**config.mk**
```make
export PLATFORM = sky130hd
export DESIGN_NAME = mem_arbiter
export DESIGN_NICKNAME = d
export VERILOG_FILES = /design/src/rtl/mem_arbiter.sv
export SDC_FILE = /design/constraint.sdc
export NUM_CORES = 1
export LEC_CHECK = 0
export CAP_MARGIN = 20
export CORE_MARGIN = 2
export CORE_UTILIZATION = 44
export CTS_CLUSTER_SIZE = 8
export DETAILED_ROUTE_END_ITERATION = 8
export GPL_ROUTABILITY_DRIVEN = 0
export PLACE_DENSITY = 0.86
export SLEW_MARGIN = 15
export SYNTH_ARGS = -nofsm -noshare
export SYNTH_HDL_FRONTEND = slang
export SYNTH_SLANG_ARGS = --single-unit
```
**constraint.sdc**
```tcl
create_clock -name clk_i -period 4.34 [get_ports clk_i]
set_input_delay 0.868 -clock clk_i [delete_from_list [all_inputs] [get_ports clk_i]]
set_output_delay 0.868 -clock clk_i [all_outputs]
set_load 0.01 [all_outputs]
```
**src/rtl/mem_arbiter.sv**
```systemverilog
// Arbitrates one shared memory port between instruction fetch and data access.
// Data wins by default; a bounded starve counter guarantees fetch progress.
module mem_arbiter #(
  parameter int ADDR_WIDTH   = 32,
  parameter int DATA_WIDTH   = 32,
  parameter int STARVE_LIMIT = 3
) (
  input  logic                    clk_i,
  input  logic                    rst_i,
  input  logic                    if_req_i,
  input  logic [ADDR_WIDTH-1:0]   if_addr_i,
  output logic [DATA_WIDTH-1:0]   if_rdata_o,
  output logic                    if_ready_o,
  input  logic                    flush_i,
  input  logic                    d_req_i,
  input  logic                    d_we_i,
  input  logic [ADDR_WIDTH-1:0]   d_addr_i,
  input  logic [DATA_WIDTH-1:0]   d_wdata_i,
  input  logic [DATA_WIDTH/8-1:0] d_be_i,
  output logic [DATA_WIDTH-1:0]   d_rdata_o,
  output logic                    d_ready_o,
  output logic                    mem_req_o,
  output logic                    mem_we_o,
  output logic [ADDR_WIDTH-1:0]   mem_addr_o,
  output logic [DATA_WIDTH-1:0]   mem_wdata_o,
  output logic [DATA_WIDTH/8-1:0] mem_be_o,
  input  logic [DATA_WIDTH-1:0]   mem_rdata_i,
  input  logic                    mem_ready_i,
  output logic                    stall_f_o,
  output logic                    stall_m_o
);

  localparam int BE_W  = DATA_WIDTH / 8;
  localparam int CNT_W = (STARVE_LIMIT < 1) ? 1 : $clog2(STARVE_LIMIT + 1);
  localparam logic [CNT_W-1:0] LIMIT = CNT_W'(STARVE_LIMIT);

  localparam logic [1:0] IDLE    = 2'd0;
  localparam logic [1:0] IF_BUSY = 2'd1;
  localparam logic [1:0] D_BUSY  = 2'd2;

  logic [1:0]            state;
  logic [CNT_W-1:0]      starveCnt;
  logic                  dropQ;
  logic [ADDR_WIDTH-1:0] addrQ;
  logic                  weQ;
  logic [DATA_WIDTH-1:0] wdataQ;
  logic [BE_W-1:0]       beQ;
  logic [DATA_WIDTH-1:0] ifDataQ;
  logic [DATA_WIDTH-1:0] dDataQ;

  logic fetchOwed;
  logic grantD;
  logic grantIf;
  logic done;

  // A flush in IDLE blocks the fetch, so an owed fetch cannot hold off data then.
  always_comb begin
    fetchOwed = if_req_i & ~flush_i & (starveCnt >= LIMIT);
    grantD    = (state == IDLE) & d_req_i & ~fetchOwed;
    grantIf   = (state == IDLE) & if_req_i & ~flush_i & (~d_req_i | fetchOwed);
    done      = (state != IDLE) & mem_ready_i;
  end

  assign if_ready_o  = done & (state == IF_BUSY) & ~dropQ & ~flush_i;
  assign d_ready_o   = done & (state == D_BUSY);
  assign if_rdata_o  = if_ready_o ? mem_rdata_i : ifDataQ;
  assign d_rdata_o   = (d_ready_o & ~weQ) ? mem_rdata_i : dDataQ;

  assign mem_req_o   = (state != IDLE);
  assign mem_we_o    = weQ;
  assign mem_addr_o  = addrQ;
  assign mem_wdata_o = wdataQ;
  assign mem_be_o    = beQ;

  assign stall_f_o   = if_req_i & ~if_ready_o;
  assign stall_m_o   = d_req_i & ~d_ready_o;

  always_ff @(posedge clk_i or negedge rst_i) begin
    if (!rst_i) begin
      state     <= IDLE;
      starveCnt <= '0;
      dropQ     <= 1'b0;
      addrQ     <= '0;
      weQ       <= 1'b0;
      wdataQ    <= '0;
      beQ       <= '0;
    end else begin
      case (state)
        IDLE: begin
          if (grantD) begin
            state  <= D_BUSY;
            addrQ  <= d_addr_i;
            weQ    <= d_we_i;
            wdataQ <= d_wdata_i;
            beQ    <= d_be_i;
          end else if (grantIf) begin
            state  <= IF_BUSY;
            addrQ  <= if_addr_i;
            weQ    <= 1'b0;
            wdataQ <= '0;
            beQ    <= '1;
          end
          // Saturates at the limit; an owed fetch stays owed until granted.
          if (!if_req_i || grantIf)
            starveCnt <= '0;
          else if (grantD && starveCnt != LIMIT)
            starveCnt <= starveCnt + CNT_W'(1);
        end
        IF_BUSY, D_BUSY: begin
          if (mem_ready_i) begin
            state <= IDLE;
            dropQ <= 1'b0;
          end else if (state == IF_BUSY && flush_i) begin
            dropQ <= 1'b1;
          end
        end
        default: state <= IDLE;
      endcase
    end
  end

  always_ff @(posedge clk_i or negedge rst_i) begin
    if (!rst_i) begin
      ifDataQ <= '0;
      dDataQ  <= '0;
    end else begin
      if (if_ready_o)
        ifDataQ <= mem_rdata_i;
      if (d_ready_o && !weQ)
        dDataQ <= mem_rdata_i;
    end
  end

endmodule

```
# After elaboration in Yosys (flattened, before gate mapping)
# Cells that the tools add are included.
[totals] register_bits=138 output_inout_bits=138
[classes] add_sub_neg=1 order_cmp=1 n_eq_ne=5 mux=18 bitwise_logic=23 n_reduce_logical=16
[op_table] op="32-bit two-way mux" n=6
[op_table] op="1-bit bitwise AND" n=15
[op_table] op="2-bit two-way mux" n=5
[op_table] op="4-bit two-way mux" n=2
[op_table] op="2-bit AND reduction" n=4
[op_table] op="2-bit nonzero test" n=4
[op_table] op="1-bit NOT" n=7
[op_table] op="1-bit two-way mux" n=4
[op_table] op="2-bit != test (second input constant)" n=2
[op_table] op="2-bit one-hot mux with 2 select lines" n=1
[op_table] op="1-bit logical AND" n=3
[op_table] op="3-bit != test (second input constant)" n=1
[op_table] op="2-bit by 1-bit adder with 2-bit output (second input constant)" n=1
[op_table] op="2-bit by 1-bit == test with 1-bit output (second input constant)" n=1
[op_table] op="2-bit == test (second input constant)" n=1
[op_table] op="2-bit >= comparator (second input constant)" n=1
[op_table] op="1-bit logical NOT" n=2
[op_table] op="2-bit logical NOT" n=1
[op_table] op="2-bit OR reduction" n=1
[op_table] op="1-bit logical OR" n=1
[op_table] op="1-bit bitwise OR" n=1

# Depth between registers and ports, before layout
# Gate-level depths: netlist of the first run.
[logic_depth] word_depth=8 mapped_depth=8

# Least setup slack after synthesis of the first run
# OpenSTA, ideal clock, no wires.
[synth_timing] path_kind="input -> output" startpoint="input port mem_ready_i" endpoint="output port d_rdata_o[2]" arrival_time_ps=1835 t_required_ps=3472 setup_slack_ps=1637 path_stages=5 cell_sequence="nor2b_2 -> nand2_1 -> nor2_4 -> clkbuf_8 -> mux2_1"
[synth_via] elab_chain_len=4
[synth_rtl] element="start, declared" line="28" rtl="input logic mem_ready_i,"
[synth_rtl] element="1-bit bitwise AND" line="61" rtl="done = (state != IDLE) & mem_ready_i;"
[synth_rtl] element="1-bit bitwise AND" line="65" rtl="assign d_ready_o = done & (state == D_BUSY);"
[synth_rtl] element="1-bit bitwise AND" line="67" rtl="assign d_rdata_o = (d_ready_o & ~weQ) ? mem_rdata_i : dDataQ;"
[synth_rtl] element="32-bit two-way mux" line="67"
[synth_rtl] element="end, declared" line="20" rtl="output logic [DATA_WIDTH-1:0] d_rdata_o,"
# No other way between the ends.

# Worst setup path after layout of the first run
[layout_timing] startpoint="input port flush_i" endpoint="output port if_rdata_o[23]"
[layout_via] elab_chain_len=3
[layout_rtl] element="start, declared" line="14" rtl="input logic flush_i,"
[layout_rtl] element="1-bit NOT" line="64" rtl="assign if_ready_o = done & (state == IF_BUSY) & ~dropQ & ~flush_i;"
[layout_rtl] element="1-bit bitwise AND" line="64"
[layout_rtl] element="32-bit two-way mux"
[layout_rtl] element="end, declared" line="12" rtl="output logic [DATA_WIDTH-1:0] if_rdata_o,"
# No other way between the ends.

==> impl_metrics.yaml, run 1 <==
outcome:
  status: "complete, no violations"
yosys:
  synth_top_cell_by_area: "dfrtp_1"
  synth_top_area_share_pct: 61.4
  synth_mux_area_share_pct: 18.7
  synth_cell_type_count: 33
  synth_common_cells: "dfrtp_1, mux2_2, a22o_1, nand2_1, mux2i_1"
  synth_most_common_cell: "dfrtp_1"
  ys_async_sr_fraction_pct: 100
  syn-num-nets: 544
  yosysWarningCount: 0
  synth_edf_count: 0
  synthXorXnorAreaFrac_pct: 0
  avgSynthCellArea_sq_um: 14.1
  synth_top_family_by_area: "multiplexers"
  yosys.area_share.simple_pct: 4.63
  ys_ff_latch: 138
  synth_ff_type: "dfrtp_1"
  synth_compound_area_share_pct: 10.1
  syn-instance-count: 400
  seq_area_frac_synth_pct: 61.4
  synth_adder_area_share_pct: 1.11
  yosys-top-cells-area: "dfrtp_1, mux2_2, mux2i_1, a22o_1, buf_6"
  syn-cell-area_sq_um: 5620
cts:
  cts_buffer_depth: 2
  clk_latency_ps: 410
  cts_tree: "built"
  cts_inserted_buffers: 17
  path_clk_slew_ps: 50
  ctsResizeCount: 0
  htree_levels: 4
  postCtsSetupRepairBufs: 0
  root_buffer: "clkbuf_16"
  hold_buffers: 0
  cts.sinks: 138
sta:
  worst-slew-pin-transition_ps: 940
  period_minus_slack_ps: 3920
  whs_ps: 477
  finalCritPeriodShare_pct: 90.3
  fmaxAchievable_mhz: 255
  max_slew_margin_pct: 37.3
  setup_violations: 0
  grt_setup_unrepaired: "false"
  hold_viol: 0
  finalSetupTns_ps: 0
  slew_viol_final: 0
  clock_skew_ps: 9.73
finish:
  final_util_pct: 72.1
  regArea_sq_um: 3450
  area_delta_synth_final_pct: 61.1
  final_nets: 822
  drive_gt1_share_pct: 16.0
  fill_cells: 851
  antenna_cells: 0
  multiInputGateArea_sq_um: 1950
power:
  seqPwrFrac_pct: 32.7
  powerDensity_nw_per_um2: 730
  power_leakage_nw: 4.05
  ir_drop_mv: 0.474
  switching_share_pct: 31.7
  p_clk_share_pct: 21.2
  p_sw_w: 0.00209
  power.internal_w: 0.00452
  pwr-share-comb_pct: 46.1
grt:
  grt.total_usage_pct: 22.9
  antenna_found_initial: 0
  overflow: 0
  grt_pass1_vias: 4549
  grt_max_degree: 109
  grt_pass1_wl_mm: 23.3
drt:
  route.met2.wl_mm: 8.09
  drt-met1-wl_mm: 5.86
  maxUsedRoutingLayer: "met4"
  routedWlPerCell_um: 18.1
  dr.first_iter.drc_count: 154
  wirelength_mm: 15.6
  avgViaCountPerCell: 4.91
  route.detailed.drc: 0
  firstDrtPassIters: 4
  drtAntennaViolNets: 0
  vias: 4227
  wl_met3_mm: 1.20
worst_setup_path:
  endpoint_kind: "primary output"
  cp_max_fo: 20
  worstPathArrival_ps: 3050
  worstSetupPathType: "primary input to primary output"
  required_ps: 3470
  crit_path_start_kind: "primary input"
  rr_worst_depth: 5
floorplanning:
  die_x_um: 117
  die_h_um: 117
  dieArea_sq_um: 13700
  ios: 277
  core-area_sq_um: 12600
  start_util_pct: 44.7
  fp-row-count: 41
placed_design:
  dp_hpwl_mm: 11.6
  port_buffers: 276
job:
  max-cap-violations: 0
hold_path:
  hold_path.class: "flop to flop"
  whs_path_depth: 2
## cell type report
type                            instances  area share, %
Inverter                                6          0.249
Sequential cell                       138           38.1
Timing Repair Buffer                  282           31.4
Clock inverter                         11           1.37
Clock buffer                           19           5.00
Multi-Input combinational cell        233           21.5
Tap cell                              172           2.38
## cells in the final DEF, fill, tap and decap left out, types with 2 or more instances in the layout
master	instances
clkbuf_8	2
a22o_1	34
nand2_1	34
mux2_2	64
nor2_1	4
o21ai_0	19
inv_1	6
clkinv_2	2
ha_1	5
mux2i_1	32
a21oi_1	2
bufinv_16	2
dfrtp_1	138
o22a_1	4
o22ai_1	2
buf_12	3
buf_4	3
clkinvlp_4	6
clkbuf_16	17
clkdlybuf4s50_1	275
nor2b_2	2
o21ai_1	15
nand2b_1	3
## worst max-delay path: stages
cell and delay [ps]:
clkdlybuf4s50_1 530, nor2_1 180, nand3_2 360, buf_12 310
mux2_2 240, clkdlybuf4s50_1 550
## final timing paths
kind	from	slack, ps	endpoint
max in group asynchronous	rst_i	2910	mem_addr_o[13]
worst min-delay path	mem_addr_o[12]	480	mem_addr_o[12]
worst min register to register	mem_addr_o[12]	480	mem_addr_o[12]
min in group asynchronous	rst_i	580	mem_wdata_o[11]
worst max-delay path	flush_i	420	if_rdata_o[23]
worst max register to register	state[1]	2350	mem_addr_o[31]
## layer usage
metal	GRT usage (%)	vias to the layer above
met5	0	-
met2	39.5	174
met3	8.24	30
met1	25.5	2036
li1	-	1987
met4	10.6	0
## registers in the layout, summed over array words and instances (netlist names)
register,flops
starveCnt,2
dropQ,1
state,2
dDataQ,32
ifDataQ,32
mem_be_o,4
mem_addr_o,32
mem_wdata_o,32
mem_we_o,1
## cells by family (layout without fill, tap and decap cells)
logic type,count (synthesis),count (layout)
muxes,97,97
DFF,138,138
and+or+nand+nor,51,51
AOI/OAI and AO/OA,80,80
adders and majority gates,5,5
buffers and inverters,29,318
## power groups by stage
stage	Clock, W	Sequential, W	Combinational, W
3_5_place_dp	0	0.00218	0.00306
4_1_cts	0.00143	0.00217	0.00308
6_report	0.00140	0.00216	0.00304
5_1_grt	0.00148	0.00223	0.00326
2_1_floorplan	0	0.00226	0.00130
3_3_place_gp	0	0.00214	0.00296
## through the flow
step                      total power (W)  cells  worst slack [ps]  instance area [sq um]
final                             0.00661    861               422                   9060
after global routing              0.00697    861               263                   9060
after CTS                         0.00668    861               407                   9060
after detailed placement          0.00524    831               459                   8480
after global placement            0.00511    831               530                   8480
after floorplan                   0.00356    400              1640                   5620
(Power assumes the default switching activity.)
==> inputs of run 2 (changes only) <==
HOLD_SLACK_MARGIN = 0.05   (was default)
clock period = 4.6 ns   (was 4.34 ns; I/O delays follow)
==> impl_metrics.yaml, run 2 (synthesis results as in run 1) <==
grt:
  overflow: 0
  antenna_found_initial: 0
  grt_pass1_vias: 4525
  grt_pass1_wl_mm: 23.1
  grt.total_usage_pct: 22.5
  grt_max_degree: 113
cts:
  cts_tree: "built"
  cts_buffer_depth: 2
  root_buffer: "clkbuf_16"
  path_clk_slew_ps: 50
  postCtsSetupRepairBufs: 0
  cts.sinks: 138
  htree_levels: 4
  clk_latency_ps: 410
  hold_buffers: 0
  ctsResizeCount: 0
  cts_inserted_buffers: 17
sta:
  finalSetupTns_ps: 0
  fmaxAchievable_mhz: 248
  max_slew_margin_pct: 42.1
  whs_ps: 417
  clock_skew_ps: 6.56
  slew_viol_final: 0
  period_minus_slack_ps: 4030
  finalCritPeriodShare_pct: 87.6
  setup_violations: 0
  grt_setup_unrepaired: "false"
  hold_viol: 0
  worst-slew-pin-transition_ps: 866
worst_setup_path:
  worstPathArrival_ps: 3110
  worst_path_largest_cell_delay_ps: 490
  slowest_stage: "clkdlybuf4s50_1"
  reg2reg_slack_ps: 2560
  crit_path_cell_trace: "clkdlybuf4s50_1 -> nor2b_2 -> nand2_1 -> nor2_4 -> buf_4 -> mux2_2 -> clkdlybuf4s50_1"
  cp_max_fo: 32
  path_delay_family: "buffers and inverters"
  critPathBufInv: 3
  worstSetupPathType: "primary input to primary output"
  r2r-end: "dDataQ[29]"
  required_ps: 3680
  r2r-start: "state[0]"
  crit_path_start_kind: "primary input"
  rr_worst_depth: 7
  cp_common_cell: "clkdlybuf4s50_1"
  endpoint_kind: "primary output"
floorplanning:
  die_h_um: 117
  fp-row-count: 41
  dieArea_sq_um: 13700
  core-area_sq_um: 12600
  ios: 277
  start_util_pct: 44.7
  die_x_um: 117
placed_design:
  placed_area_sq_um: 8460
  port_buffers: 276
  dp_hpwl_mm: 11.3
  placedCellCount: 830
hold_path:
  hold_path.class: "primary input to asynchronous set/reset pin"
drt:
  wirelength_mm: 15.4
  drtAntennaViolNets: 0
  avgViaCountPerCell: 4.91
  route.detailed.drc: 0
  firstDrtPassIters: 4
  dr.first_iter.drc_count: 185
  routedWlPerCell_um: 17.9
  vias: 4233
power:
  powerDensity_nw_per_um2: 707
  p_total_w: 0.00650
  power_leakage_nw: 4.12
  ir_drop_mv: 0.390
job:
  max-cap-violations: 0
outcome:
  status: "complete, no violations"
finish:
  antenna_cells: 0
  final_nets: 822
  drive_gt1_share_pct: 16.1
  final_area_sq_um: 9190
  area_delta_synth_final_pct: 63.4
  stdcell_count: 862
  layout_common_cells: "clkdlybuf4s50_1, dfrtp_1, mux2_2, nand2_1, a22o_1"
  layout_commonest_cell: "clkdlybuf4s50_1"
[run 2: cell count changes in the layout (fill, tap and decap cells not counted)]
cell / delta
bufinv_16: +5
buf_16: +1
clkinvlp_4: -4
buf_12: -1
[run 2: per-layer routing]
layer  vias up  wire, um  GRT usage (%)
li1       1980         -              -
met1      2083      5720           24.6
met2       156      8270           40.6
met3        14      1240           9.01
met4         0       180           6.27
met5         -         0              0
[run 2: where the power goes]
group	total (W)	switching, W	leakage, nW	internal [W]
clock	0.00158	0.000489	0.335	0.00110
combinational	0.00287	0.00122	2.06	0.00165
sequential	0.00205	0.000249	1.72	0.00180
total	0.00650	0.00196	4.12	0.00454
[run 2: worst max path at each step]
stage / cells after the start / slack [ps] / start / to
6_report: 7 / 570 / mem_ready_i / d_rdata_o[29]
5_1_grt: 6 / 450 / flush_i / if_rdata_o[19]
4_1_cts: 6 / 560 / flush_i / if_rdata_o[31]
3_5_place_dp: 7 / 580 / mem_ready_i / d_rdata_o[29]
3_3_place_gp: 6 / 630 / flush_i / if_rdata_o[31]
2_1_floorplan: 5 / 1790 / mem_ready_i / d_rdata_o[2]
[run 2: layout make-up]
class / count / area (sq um)
flip-flops and latches: 138 / 3450
clock inverters: 12 / 244
inverters: 6 / 22.5
multi-input cells: 233 / 1950
repair buffers: 282 / 2850
well taps: 172 / 215
clock buffers: 19 / 453
fillers: 836 / 3380
[run 2: worst register-to-register path: cells and delay by family, from the launching register on]
kind | cells | cell delay (ps)
mux | 1 | 430
flops | 1 | 350
buf+inv | 2 | 460
simple gates | 3 | 390
fa+ha+maj | 1 | 290
[run 2: stage by stage]
step           worst slack [ps]  utilization [%]
2_1_floorplan              1790                -
3_3_place_gp                634             67.3
3_5_place_dp                578             67.3
4_1_cts                     562             72.9
5_1_grt                     451             73.1
6_report                    571             73.1
==> inputs of run 3 (changes only) <==
CTS_CLUSTER_DIAMETER = 80   (was default)
SKIP_LAST_GASP = 1   (was default)
==> results of run 3 <==
The final DEF is identical to that of run 2; final timing and power are the same.
